--- config.mk ---
export PLATFORM = sky130hd
export DESIGN_NAME = mux_rr_arbiter_2bit
export DESIGN_NICKNAME = d
export VERILOG_FILES = /design/src/rtl/mux_rr_arbiter_2bit.sv
export SDC_FILE = /design/constraint.sdc
export NUM_CORES = 1
export LEC_CHECK = 0
export CORE_MARGIN = 5
export CORE_UTILIZATION = 49
export CTS_CLUSTER_SIZE = 20
export DETAILED_ROUTE_END_ITERATION = 10
export PLACE_DENSITY = 0.8
export SLEW_MARGIN = 20
export SYNTH_ARGS = -nofsm -noshare
export SYNTH_HDL_FRONTEND = slang
export SYNTH_SLANG_ARGS = --single-unit
--- constraint.sdc ---
create_clock -name clk -period 2.4 [get_ports clk]
set_input_delay 0.48 -clock clk [delete_from_list [all_inputs] [get_ports clk]]
set_output_delay 0.48 -clock clk [all_outputs]
set_load 0.05 [all_outputs]
--- src/rtl/mux_rr_arbiter_2bit.sv ---
// mux_rr_arbiter_2bit: round-robin arbiter with hold-limit preemption steering a 4x1 2-bit data mux
module mux_rr_arbiter_2bit #(
    parameter int MAX_HOLD = 8
) (
    input  logic       clk,
    input  logic       rst,
    input  logic [3:0] req,
    input  logic [1:0] din_a,
    input  logic [1:0] din_b,
    input  logic [1:0] din_c,
    input  logic [1:0] din_d,
    output logic [3:0] grant,
    output logic [1:0] sel,
    output logic [1:0] dout,
    output logic       valid
);
    typedef enum logic {IDLE, OWN} state_t;
    localparam logic [3:0] MAXH = 4'(MAX_HOLD);
    state_t     state;
    logic [1:0] ptr;
    logic [1:0] win;
    logic [3:0] hcnt;
    logic       others;
    // first asserted request scanning upward from ptr; later iterations overwrite, so lowest offset wins
    always_comb begin
        win = ptr;
        for (int i = 3; i >= 0; i--) if (req[ptr + 2'(i)]) win = ptr + 2'(i);
    end
    assign others = |(req & ~grant);
    // arbitration state: grant on IDLE, release on owner drop or hold-limit preemption
    always_ff @(posedge clk) begin
        if (rst) begin
            state <= IDLE;
            grant <= '0;
            sel   <= '0;
            ptr   <= '0;
            hcnt  <= '0;
        end else if (state == IDLE) begin
            if (|req) begin
                state <= OWN;
                grant <= 4'b0001 << win;
                sel   <= win;
                hcnt  <= 4'd1;
                ptr   <= win + 2'd1;
            end
        end else if (!req[sel] || (hcnt == MAXH && others)) begin
            state <= IDLE;
            grant <= '0;
        end else if (hcnt != MAXH) begin
            hcnt <= hcnt + 4'd1;
        end
    end
    assign valid = |grant;
    assign dout  = !valid      ? 2'b00 :
                   sel == 2'd0 ? din_a :
                   sel == 2'd1 ? din_b :
                   sel == 2'd2 ? din_c : din_d;
endmodule

==> impl_metrics.toml <==
[worst_setup_path]
r2r_start = "sel[0]$_SDFFE_PP0P_"
worstPathArrival_ns = 1.71
required_ns = 1.92
crit_buf_inv = 2
critPathSlowestCell = "mux4_1"
path_delay_family = "buffers and inverters"
critPathCaptureType = "primary output"
r2r_setup_slack_ns = 0.72
worstReg2RegEnd = "hcnt[2]$_SDFFE_PP0P_"
path_max_fanout = 1
crit_path_cell_trace = "clkdlybuf4s50_1, mux4_1, nor2b_1, buf_4"
cpPeakStageDelay_ns = 0.48
reg2regPathDepth = 5
critPathKind = "in2out"
crit_path_start_kind = "input port"

[global_routing]
gr-total-overflow = 0
grtUsageMet3_pct = 7.10
track_usage_pct = 17.3
grt_pass1_wl_um = 3480
grt_pass1_vias = 736
use_met1_pct = 21.7
grt_start_max_net_pins = 14
antenna_found_initial = 0
top_usage_layer = "met2"
grt_use_met2_pct = 27.3

[routing]
wl_um = 1910
drc_errors = 0
wire_per_inst_um = 14.8
drt_first_pass_iters = 4
viasPerCell = 5.83
ant_nets = 0
drtIter0Drc = 17
via_count = 752

[yosys]
synth_edf_count = 0
synth_fp_nets = 103
syn_area_per_cell_um2 = 9.35
synth_seq_area_share_pct = 32.0
synthArstFlopShare_pct = 0
ys.flop_type = "dfxtp_1"
yosysTopAreaCell = "dfxtp_1"
ys_warn_count = 0
syn_area_um2 = 813
synth_cells = 87
synth_area_leaders = "dfxtp_1, mux4_2, nor2_1, nor2b_1, mux2i_1"
ys_types = 38
ys_ff_latch = 13
synth_top_area_share_pct = 32.0

[sta]
relSlewSlack_pct = 64.3
worst_pin_slew_ns = 0.534
hold_ws_ns = 0.496
rsz0062_at_grt = "no"
finalCriticalPeriod_ns = 2.19
fmax_mhz = 456
timing.final.crit_share_pct = 91.3
timing.final.ws_setup_ns = 0.209
clock_skew_ns = 0.00610
tns_ns = 0
report.final.slew_viol_count = 0
setup_viol = 0
hold_violations = 0

[floorplanning]
io_pins = 23
die_w_um = 50.7
rows = 14
die-area_um2 = 2570
fp.dieH_um = 50.7
start_util_pct = 52.8
fp.coreArea_um2 = 1540

[placed_design]
gp_congestion = 0.773
place_area_um2 = 1050
placedCellCount = 125
post-dp-hpwl_um = 1520
post-place-ws_ns = 0.169
io_buffers = 22

[final_layout]
final_util_pct = 70.0
diodes = 0
final_common_cell = "clkdlybuf4s50_1"
nets = 130
layout-drive-gt1-share_pct = 17.7
final_cell_mix = "clkdlybuf4s50_1, dfxtp_1, nor2_1"
final_cells = 129
area_growth_pct = 32.6
fin_area_um2 = 1080

[run]
cap_violations = 0

[worst_hold_path]
hp-start = "grant[1]$_SDFFE_PP0P_"
hold_path.class = "reg2reg"
hold_depth = 2
hold_path_end = "grant[1]$_SDFFE_PP0P_"

[run_status]
status = "complete, no violations"

[pwr]
power_density_nw_per_um2 = 658
p_leak_nw = 0.432
power_mw = 0.709
max-vdd-ir-drop_uv = 436

[clock_tree]
clkTransAtPathRegs_ns = 0.08
cts_buffer_depth = 2
cts_setup_buffers = 0
cts_root_buf = "clkbuf_4"
ctsHtreeMaxLevel = 1
clk-insertion-delay-late_ns = 0.28
cts_tree = "done"
cts_buffers = 3
cts.sinks = 13
[registers in the layout, summed over array words and instances (netlist names)]
name / flops
grant: 4
hcnt: 4
ptr: 2
sel: 2
state: 1
[cell families (layout without fill, tap and decap cells)]
kind of cell	count (synthesis)	after routing	synth area share [%]
adders and majority gates	2	2	3.08
xor gates and xnor gates	2	2	2.15
and+or+nand+nor	36	36	26.5
DFF	13	13	32.0
AOI/OAI and AO/OA	20	20	19.7
muxes	6	6	12.5
buffers and inverters	8	34	4.15
[cell usage after synthesis (2+ instances only)]
library cell / number
nor3_2: 3
nor2b_1: 5
ha_1: 2
nand2_1: 4
a21oi_1: 5
mux2i_1: 3
or2b_1: 3
nor2_1: 9
a31oi_1: 2
inv_1: 6
mux4_2: 2
nor3_1: 2
a211oi_1: 2
nand3b_1: 2
dfxtp_1: 13
a21oi_2: 2
[area by class of cell]
cell class	count	area, µm²
fillers	140	463
multi-input cells	66	519
repair buffers	24	229
clock inverters	1	5.00
inverters	6	22.5
clock buffers	3	22.5
well taps	16	20.0
flip-flops and latches	13	260
[how the worst max path moves through the flow]
stage	start	to	slack (ns)	cells after the start
5_1_grt	grant[3]$_SDFFE_PP0P_	valid	0.15	3
3_3_place_gp	req[3]	hcnt[2]$_SDFFE_PP0P_	0.21	6
6_report	din_b[1]	dout[1]	0.21	4
3_5_place_dp	req[3]	hcnt[2]$_SDFFE_PP0P_	0.17	6
4_1_cts	din_b[1]	dout[1]	0.20	4
2_1_floorplan	sel[0]$_SDFFE_PP0P_	dout[1]	0.14	2
[power breakdown]
group	total, mW	internal, mW	leakage [nW]	switching (mW)
combinational	0.308	0.129	0.308	0.179
sequential	0.266	0.238	0.107	0.0284
clock	0.135	0.0619	0.0177	0.0732
total	0.709	0.428	0.432	0.281
[worst reg2reg max path: cells and delay by family (launching register included)]
family	cells	cell delay [ns]
AND/OR/NAND/NOR	3	0.33
multiplexers	2	0.77
flip-flops	1	0.46
[timing repair]
item,4_1_cts,5_1_grt
endpoints found under the setup margin,1,0
gates resized for setup,1,0
hold buffers,0,0
endpoints found under the hold margin,0,0
[routing by layer]
metal,part of all wire [%],wire length [µm]
met5,0,0
met3,5.4,102
met4,0.73,14
met1,44,831
met2,50,956
(Power assumes the default switching activity.)
